==> config.mk <==
export PLATFORM = sky130hd
export DESIGN_NAME = irq_ctrl_n
export DESIGN_NICKNAME = d
export VERILOG_FILES = /design/src/rtl/irq_ctrl_n.sv
export SDC_FILE = /design/constraint.sdc
export NUM_CORES = 1
export LEC_CHECK = 0
export CAP_MARGIN = 20
export CORE_ASPECT_RATIO = 1.1
export CORE_MARGIN = 2
export CORE_UTILIZATION = 65
export DETAILED_ROUTE_END_ITERATION = 8
export DONT_BUFFER_PORTS = 1
export PLACE_DENSITY_LB_ADDON = 0.3
export REMOVE_ABC_BUFFERS = 1
export SLEW_MARGIN = 20
export SYNTH_ARGS = -nofsm -noshare
export SYNTH_HDL_FRONTEND = slang
export SYNTH_SLANG_ARGS = --single-unit
==> constraint.sdc <==
create_clock -name clk -period 20.8 [get_ports clk]
set_input_delay 2.08 -clock clk [delete_from_list [all_inputs] [get_ports clk]]
set_output_delay 2.08 -clock clk [all_outputs]
set_load 0.005 [all_outputs]
==> src/rtl/irq_ctrl_n.sv <==
// Vectored interrupt controller with rotating priority, per-line edge/level
// triggering, masking, in-service tracking, EOI commands and a polled acknowledge.
module irq_ctrl_n #(
   parameter int         NUM_IRQ  = 8,
   parameter logic [7:0] SPUR_VEC = 8'hFF
) (
   input  logic               clk,
   input  logic               rst,
   input  logic [2:0]         io_address,
   input  logic               io_read,
   output logic [15:0]        io_readdata,
   input  logic               io_write,
   input  logic [15:0]        io_writedata,
   input  logic [NUM_IRQ-1:0] irq_in,
   output logic               int_req,
   input  logic               int_ack,
   output logic               int_vec_valid,
   output logic [7:0]         int_vector
);

   localparam logic [4:0] N5 = 5'(NUM_IRQ);

   logic [NUM_IRQ-1:0] irr_q, irr_d, isr_q, isr_d, imr_q, imr_d;
   logic [NUM_IRQ-1:0] trig_q, trig_d, prev_q, prev_d;
   logic [10:0]        ctrl_q, ctrl_d;
   logic [3:0]         low_pri_q, low_pri_d;
   logic               int_req_q, int_req_d, vec_valid_q, vec_valid_d;
   logic [7:0]         vector_q, vector_d;

   // Rank 0 is the highest priority line, i.e. (lp+1) mod NUM_IRQ.
   function automatic logic [3:0] rank_of(input logic [3:0] i, input logic [3:0] lp);
      logic [4:0] t;
      t = {1'b0, i} + N5 - 5'd1 - {1'b0, lp};
      if (t >= N5) t = t - N5;
      return t[3:0];
   endfunction

   // Returns {found, index, rank} of the highest priority set bit.
   function automatic logic [8:0] pick(input logic [NUM_IRQ-1:0] v, input logic [3:0] lp);
      logic       found;
      logic [3:0] idx, best, r;
      found = 1'b0;
      idx   = '0;
      best  = '0;
      for (int i = 0; i < NUM_IRQ; i++) begin
         r = rank_of(4'(i), lp);
         if (v[i] && (!found || r < best)) begin
            found = 1'b1;
            idx   = 4'(i);
            best  = r;
         end
      end
      return {found, idx, best};
   endfunction

   function automatic logic [15:0] pad16(input logic [NUM_IRQ-1:0] v);
      logic [15:0] r;
      r = '0;
      r[NUM_IRQ-1:0] = v;
      return r;
   endfunction

   logic [NUM_IRQ-1:0] cand, rise, ack_mask, trig_chg;
   logic               win_found, isr_found, eligible;
   logic [3:0]         win_idx, win_rank, isr_idx, isr_rank;
   logic               wr_cmd, cmd_idx_ok, poll_rd, ack_any, ack_take;
   logic               eoi_do, cmd_clr, trig_wr;
   logic [3:0]         eoi_idx;
   logic [1:0]         cmd;
   logic               unused_wd;

   assign cand = irr_q & ~imr_q & ~isr_q;
   assign rise = irq_in & ~prev_q;
   assign {win_found, win_idx, win_rank} = pick(cand, low_pri_q);
   assign {isr_found, isr_idx, isr_rank} = pick(isr_q, low_pri_q);
   assign eligible = win_found && (ctrl_q[10] || !isr_found || win_rank < isr_rank);

   assign wr_cmd     = io_write && io_address == 3'd0;
   assign cmd        = io_writedata[15:14];
   assign cmd_idx_ok = {1'b0, io_writedata[3:0]} < N5;
   assign poll_rd    = io_read && io_address == 3'd5;
   assign ack_any    = int_ack || poll_rd;
   assign ack_take   = ack_any && eligible;
   assign cmd_clr    = wr_cmd && cmd == 2'd3;
   assign trig_wr    = io_write && io_address == 3'd3;
   assign trig_chg   = trig_wr ? (io_writedata[NUM_IRQ-1:0] ^ trig_q) : '0;
   assign unused_wd  = ^io_writedata[13:11];

   always_comb begin
      eoi_do  = 1'b0;
      eoi_idx = '0;
      if (wr_cmd && cmd == 2'd0 && isr_found) begin
         eoi_do  = 1'b1;
         eoi_idx = isr_idx;
      end else if (wr_cmd && cmd == 2'd1 && cmd_idx_ok) begin
         eoi_do  = 1'b1;
         eoi_idx = io_writedata[3:0];
      end
   end

   always_comb begin
      irr_d     = irr_q;
      isr_d     = isr_q;
      ack_mask  = '0;
      imr_d     = imr_q;
      trig_d    = trig_q;
      ctrl_d    = ctrl_q;
      low_pri_d = low_pri_q;
      prev_d    = irq_in;
      for (int i = 0; i < NUM_IRQ; i++) begin
         ack_mask[i] = ack_take && win_idx == 4'(i);
         // A fresh edge wins over the acknowledge clear on the same line.
         if (trig_q[i]) irr_d[i] = irq_in[i];
         else if (ack_mask[i]) irr_d[i] = 1'b0;
         if (cmd_clr) irr_d[i] = 1'b0;
         if (!trig_q[i] && rise[i]) irr_d[i] = 1'b1;
         if (trig_chg[i]) irr_d[i] = 1'b0;
         // EOI clear is applied before the acknowledge set.
         if (eoi_do && eoi_idx == 4'(i)) isr_d[i] = 1'b0;
         if (ack_mask[i] && !ctrl_q[8]) isr_d[i] = 1'b1;
      end
      if (wr_cmd && cmd == 2'd0 && isr_found && ctrl_q[9]) low_pri_d = isr_idx;
      if (wr_cmd && cmd == 2'd2 && cmd_idx_ok) low_pri_d = io_writedata[3:0];
      if (ack_take && ctrl_q[8] && ctrl_q[9]) low_pri_d = win_idx;
      if (io_write && io_address == 3'd2) imr_d = io_writedata[NUM_IRQ-1:0];
      if (trig_wr) trig_d = io_writedata[NUM_IRQ-1:0];
      if (io_write && io_address == 3'd4) ctrl_d = io_writedata[10:0];
   end

   always_comb begin
      int_req_d   = ack_any ? 1'b0 : eligible;
      vec_valid_d = int_ack;
      vector_d    = vector_q;
      if (int_ack) vector_d = eligible ? ctrl_q[7:0] + {4'b0, win_idx} : SPUR_VEC;
   end

   always_comb begin
      io_readdata = '0;
      case (io_address)
         3'd0:    io_readdata = pad16(irr_q);
         3'd1:    io_readdata = pad16(isr_q);
         3'd2:    io_readdata = pad16(imr_q);
         3'd3:    io_readdata = pad16(trig_q);
         3'd4:    io_readdata = {5'b0, ctrl_q};
         3'd5:    io_readdata = {eligible, 11'b0, win_idx};
         default: io_readdata = '0;
      endcase
   end

   always_ff @(posedge clk or posedge rst) begin
      if (rst) begin
         irr_q       <= '0;
         isr_q       <= '0;
         imr_q       <= '1;
         trig_q      <= '0;
         prev_q      <= '0;
         ctrl_q      <= '0;
         low_pri_q   <= 4'(NUM_IRQ - 1);
         int_req_q   <= 1'b0;
         vec_valid_q <= 1'b0;
         vector_q    <= '0;
      end else begin
         irr_q       <= irr_d;
         isr_q       <= isr_d;
         imr_q       <= imr_d;
         trig_q      <= trig_d;
         prev_q      <= prev_d;
         ctrl_q      <= ctrl_d;
         low_pri_q   <= low_pri_d;
         int_req_q   <= int_req_d;
         vec_valid_q <= vec_valid_d;
         vector_q    <= vector_d;
      end
   end

   assign int_req       = int_req_q;
   assign int_vec_valid = vec_valid_q;
   assign int_vector    = vector_q;

endmodule

==> flow_summary_export.csv, run 1 <==
group,metric,value,unit
critical_path,cpMostUsedCell,"ha_1",
place,portBuffers,0,
sta,finalCriticalPeriod,17.30,ns
drt,routed_wl,19.2,mm
synth,syn_avg_cell_area,8.40,um2
floorplan,fp.dieW,98.7,um
critical_path,critPathCaptureType,"output pin",
critical_path,cp_slowest_cell,"a311oi_1",
floorplan,core_area,9750,um2
global_routing,grtUsageMet3,6.72,%
critical_path,cp-start-kind,"register",
drt,vias,6325,
sta,drv_slew,0,
min_path,hold_path_class,"register to register",
clock_network,post_cts_resized,0,
critical_path,arrival,15.22,ns
finish,area_delta_synth_final,3.84,%
drt,drtPass1Iterations,5,
place,dp_cells,860,
sta,finalCritPeriodShare,83.2,%
synth,synthTopCellsByArea,"dfrtp_1 21%, ha_1 9.9%, mux2_2 6.7%",
synth,synth-edff-count,0,
floorplan,die-height,108,um
clock_network,hold_buffers,0,
synth,synth.distinct_cells,87,
floorplan,rows,38,
outcome,status,"finished, final reports clean",
sta,setup_viol,0,
global_routing,busiest_layer,"met2",
clock_network,cts_max_path_buffers,2,
place,routabilityCongestion,0.924,
place,preCtsSetupSlack,4.16,ns
drt,drt_iter0_markers,504,
synth,synthCells,764,
synth,synth_top_cell_area_share,21.1,%
global_routing,grt_pass1_vias,6057,
sta,fin_ws,3.50,ns
sta,slew_headroom,33.6,%
global_routing,antenna_found_initial,0,
synth,ys_seq_area_share,25.6,%
critical_path,cp_slowest_stage_delay,0.79,ns
sta,timing.fmax,0.0578,GHz
floorplan,ios,58,
global_routing,grt_start_max_net_pins,66,
finish,fin_cells,876,
synth,syn_area,6420,um2
global_routing,use_met2,60.8,%
global_routing,gr-usage-met1,45.9,%
global_routing,gr-total-overflow,0,
finish,final_nets,835,
sta,rsz0062_at_grt,"false",
flow_run,cap_viol_max_count,0,
global_routing,grt.total_usage,36.1,%
critical_path,crit_family,"compound AO/OA/AOI/OAI gates",
clock_network,clk_latency,0.35,ns
floorplan,design.die.area,10700,um2
clock_network,cts_tree,"done",
clock_network,cts-root-buf,"clkbuf_8",
drt,antenna_left,0,
synth,yosysMostFrequentCell,"nand2_1",
synth,async_flop_share,100,%
synth,synthTopCellsByCount,"81 x nand2_1, 56 x nor2_1, 54 x dfrtp_1",
critical_path,cp_max_fo,13,
sta,report.final.hold_viol_count,0,
floorplan,start_util,65.8,%
clock_network,clkSlewWorstSetupHoldPaths,0.07,ns
critical_path,critPathRequiredTime,18.72,ns
finish,antenna_cells,0,
critical_path,cp.buffers_inverters,5,
sta,tightest_slew,0.987,ns
clock_network,clock-sinks,65,
finish,fillers,789,
place,hpwlAfterDp,14.6,mm
critical_path,worstSetupPathType,"register to output pin",
finish,final_util,68.4,%
synth,yosys.area.top_type,"dfrtp_1",
finish,drive_above_1_share,12.0,%
sta,setup_tns,0,ns
clock_network,cts_setup_buffers,0,
drt,drcViolationCount,0,
drt,wire_per_inst,22.0,um
synth,yosysWarnings,0,
sta,skew,0.0104,ns
synth,ys_seq_elements,65,
global_routing,grt_pass1_wl,30.7,mm
drt,vias_per_cell,7.22,
clock_network,cts_made_buffers,9,
synth,ys.flop_type,"dfrtp_1",
clock_network,htreeDepth,3,
path summary, 6_finish.rpt:
check | start | cells past startpoint | slack [ns] | endpoint
max in group asynchronous | rst | 2 | 18.39 | int_vector[4]
min in group asynchronous | rst | 2 | 1.86 | trig_q[0]
hold / removal | imr_q[4] | 2 | 0.52 | imr_q[4]
setup reg to reg | low_pri_q[1] | 57 | 5.09 | isr_q[6]
setup / recovery | low_pri_q[1] | 55 | 3.50 | io_readdata[15]
hold reg to reg | imr_q[4] | 2 | 0.52 | imr_q[4]
layout make-up:
type	count	area, um2	share of cell area [%]
inverter	44	165	2.48
sequential	65	1640	24.6
timing repair buffer	4	30.0	0.451
clock inverter	1	7.51	0.113
clock buffer	15	186	2.80
tap	120	150	2.25
multi-input combinational	627	4480	67.3
cells by family after synthesis:
group / count (synthesis) / synth area share, %
compound gates: 236 / 26.3
flops: 65 / 25.6
xor+xnor: 7 / 0.955
mux: 56 / 10.1
fa+ha+maj: 52 / 10.3
simple gates: 272 / 22.1
buf+inv: 75 / 4.74
other cells: 1 / 0.0584
placed cells by master, fill, tap and decap left out, types with 4 or more instances in the layout:
cell type / instances
a2111oi_0: 4
a211oi_1: 10
a21o_1: 14
a21oi_1: 40
a31oi_1: 7
a41oi_1: 11
and2_1: 11
and3_1: 12
buf_4: 4
clkbuf_8: 13
conb_1: 4
dfrtp_1: 54
dfstp_2: 11
ha_1: 51
inv_1: 41
mux2_2: 38
mux2i_1: 15
nand2_1: 81
nand2b_1: 8
nand3_1: 23
nand4_1: 7
nor2_1: 56
nor2b_1: 13
nor3_1: 14
nor3b_1: 15
nor4_1: 4
o211a_1: 8
o211ai_1: 16
o21a_1: 11
o21ai_0: 36
o221ai_1: 5
o22ai_1: 14
o31ai_1: 11
or3_1: 5
xor2_1: 6
metal layers:
layer | part of all wire [%] | wire length, um
met4 | 3.9 | 752
met5 | 0 | 0
met3 | 7.9 | 1520
met1 | 40 | 7700
met2 | 48 | 9260
state kept, by name, indices dropped and copies added, names as in the netlist:
signal / flops
trig_q: 8
isr_q: 8
int_vec_valid: 1
prev_q: 8
ctrl_q: 11
low_pri_q: 4
imr_q: 8
irr_q: 8
int_vector: 8
int_req: 1
metrics by stage:
step / area [um2] / hold slack [ns]
3_3_place_gp: 6470 / 0.493
3_5_place_dp: 6470 / 0.507
2_1_floorplan: 6290 / 0.484
5_1_grt: 6660 / 0.540
4_1_cts: 6660 / 0.520
6_report: 6660 / 0.518
worst register-to-register path: cells and delay by family, from the launching register on:
| family | cells | cell delay [ns] |
|---|---|---|
| muxes | 7 | 2.60 |
| AOI/OAI and AO/OA | 22 | 5.27 |
| DFF | 1 | 0.73 |
| buffers and inverters | 6 | 0.88 |
| xor gates and xnor gates | 1 | 0.46 |
| adders and majority gates | 9 | 2.58 |
| and+or+nand+nor | 12 | 3.10 |
Power of run 1 is left out: the tool's default activity adds up to more than one toggle a clock period on the data nets, which glitch-free logic cannot reach.
==> run 2, diff against run 1 <==
- CORE_UTILIZATION: 65 -> 59
- clock period: 20.8 -> 15.75 ns (I/O delays scaled with it)
==> flow_summary_export.csv, run 2 (synthesis results as in run 1) <==
group,metric,value,unit
global_routing,antenna_found_initial,0,
outcome,status,"finished, final reports clean",
sta,drv_slew,0,
critical_path,cp-start-kind,"register",
floorplan,core_area,10500,um2
drt,drt_iter0_markers,433,
critical_path,cpMostUsedCell,"ha_1",
place,routabilityCongestion,0.936,
critical_path,critPathCaptureType,"output pin",
critical_path,arrival,13.47,ns
finish,largest_reg_flops,11,
critical_path,crit_family,"compound AO/OA/AOI/OAI gates",
finish,final_cell_area,6920,um2
finish,seq_area,1640,um2
finish,fillers,885,
critical_path,r2r_end,"isr_q[6]",
floorplan,start_util,61.2,%
finish,final_cell_mix,"81 x nand2_1, 55 x nor2_1, 54 x dfrtp_1",
critical_path,r2r_start,"low_pri_q[1]",
global_routing,grt_pass1_wl,30.9,mm
sta,skew,0.00461,ns
min_path,whs_endpoint,"imr_q[4]",
floorplan,design.die.area,11700,um2
floorplan,fp.dieW,103,um
floorplan,ios,58,
sta,timing.fmax,0.0664,GHz
sta,finalCritPeriodShare,95.6,%
sta,report.final.hold_viol_count,0,
place,hpwlAfterDp,14.8,mm
clock_network,clkSlewWorstSetupHoldPaths,0.05,ns
drt,wire_per_inst,21.6,um
finish,final_util,66.0,%
place,portBuffers,0,
floorplan,rows,39,
critical_path,worstRegToRegCells,57,
drt,drtPass1Iterations,5,
finish,area_delta_synth_final,7.86,%
global_routing,grt.total_usage,33.9,%
drt,vias,6324,
sta,finalCriticalPeriod,15.05,ns
sta,setup_viol,0,
clock_network,cts-root-buf,"clkbuf_16",
clock_network,cts_tree,"done",
place,postPlaceCellArea,6540,um2
global_routing,gr-total-overflow,0,
critical_path,rrSetupSlack,1.73,ns
clock_network,cts_made_buffers,9,
finish,mostFrequentLayoutCell,"nand2_1",
drt,routed_wl,19.6,mm
floorplan,die-height,113,um
finish,multi_input_area,4560,um2
critical_path,cp_slowest_stage_delay,0.72,ns
flow_run,cap_viol_max_count,0,
sta,slew_headroom,31.8,%
sta,tightest_slew,1.01,ns
critical_path,cp.buffers_inverters,3,
finish,antenna_cells,0,
global_routing,grt_pass1_vias,6181,
drt,vias_per_cell,6.97,
finish,drive_above_1_share,15.1,%
global_routing,grt_start_max_net_pins,66,
critical_path,cp_slowest_cell,"dfstp_4",
critical_path,critPathRequiredTime,14.18,ns
clock_network,clk_latency,0.34,ns
min_path,hold_path_class,"register to register",
min_path,hp-start,"imr_q[4]",
critical_path,crit_cells,55,
finish,largest_register,"ctrl_q",
clock_network,cts_max_path_buffers,2,
critical_path,worstSetupPathType,"register to output pin",
drt,drcViolationCount,0,
clock_network,htreeDepth,3,
finish,final_nets,843,
drt,antenna_left,0,
clock_network,clock-sinks,65,
sta,fin_hold_ws,0.526,ns
critical_path,cp_max_fo,13,
min_path,holdPathStages,2,
==> run 2: metal layers <==
metal	share of wire [%]	track usage [%]
met5	0	0
met4	2.9	15.3
met3	10	10.4
met2	48	54.8
met1	39	41.1
==> run 2: worst register-to-register path: cells and delay by family (launching register included) <==
| family | cells | cell delay, ns |
|---|---|---|
| AO/OA/AOI/OAI | 21 | 4.43 |
| XOR/XNOR | 1 | 0.18 |
| adder cells (fa/ha/maj) | 9 | 2.53 |
| buffers and inverters | 4 | 0.52 |
| flip-flops | 1 | 0.72 |
| multiplexers | 4 | 1.49 |
| AND/OR/NAND/NOR | 18 | 4.05 |
==> run 2: final cells by class <==
type	instances	share of cell area [%]
multi-input cells	627	65.8
flip-flops and latches	65	23.8
clock buffers	11	3.65
well taps	143	2.58
inverters	44	2.44
repair buffers	12	1.30
clock inverters	5	0.434
==> run 2: stage by stage <==
stage               TNS (ns)  instances  setup WS, ns
floorplan                  0        736         0.975
global placement           0        889         0.778
detailed placement         0        889         0.353
CTS                        0        905        0.0340
global route          -0.181        907        -0.181
finish                     0        907         0.701
==> run 2: worst max-delay path by stage <==
stage               slack [ns]         endpoint    startpoint
floorplan                 0.97  io_readdata[15]  low_pri_q[0]
global placement          0.78  io_readdata[15]  low_pri_q[1]
detailed placement        0.35  io_readdata[15]  low_pri_q[1]
CTS                       0.03  io_readdata[15]  low_pri_q[1]
global route             -0.18  io_readdata[15]  low_pri_q[1]
finish                    0.70  io_readdata[15]  low_pri_q[1]
==> run 2: timing repair <==
item	in CTS	in global routing
hold buffers	0	0
resized for setup	1	19
setup endpoints to repair	1	4
setup buffers	0	2
pin swaps	0	2
Power of run 2 is left out for the same reason.
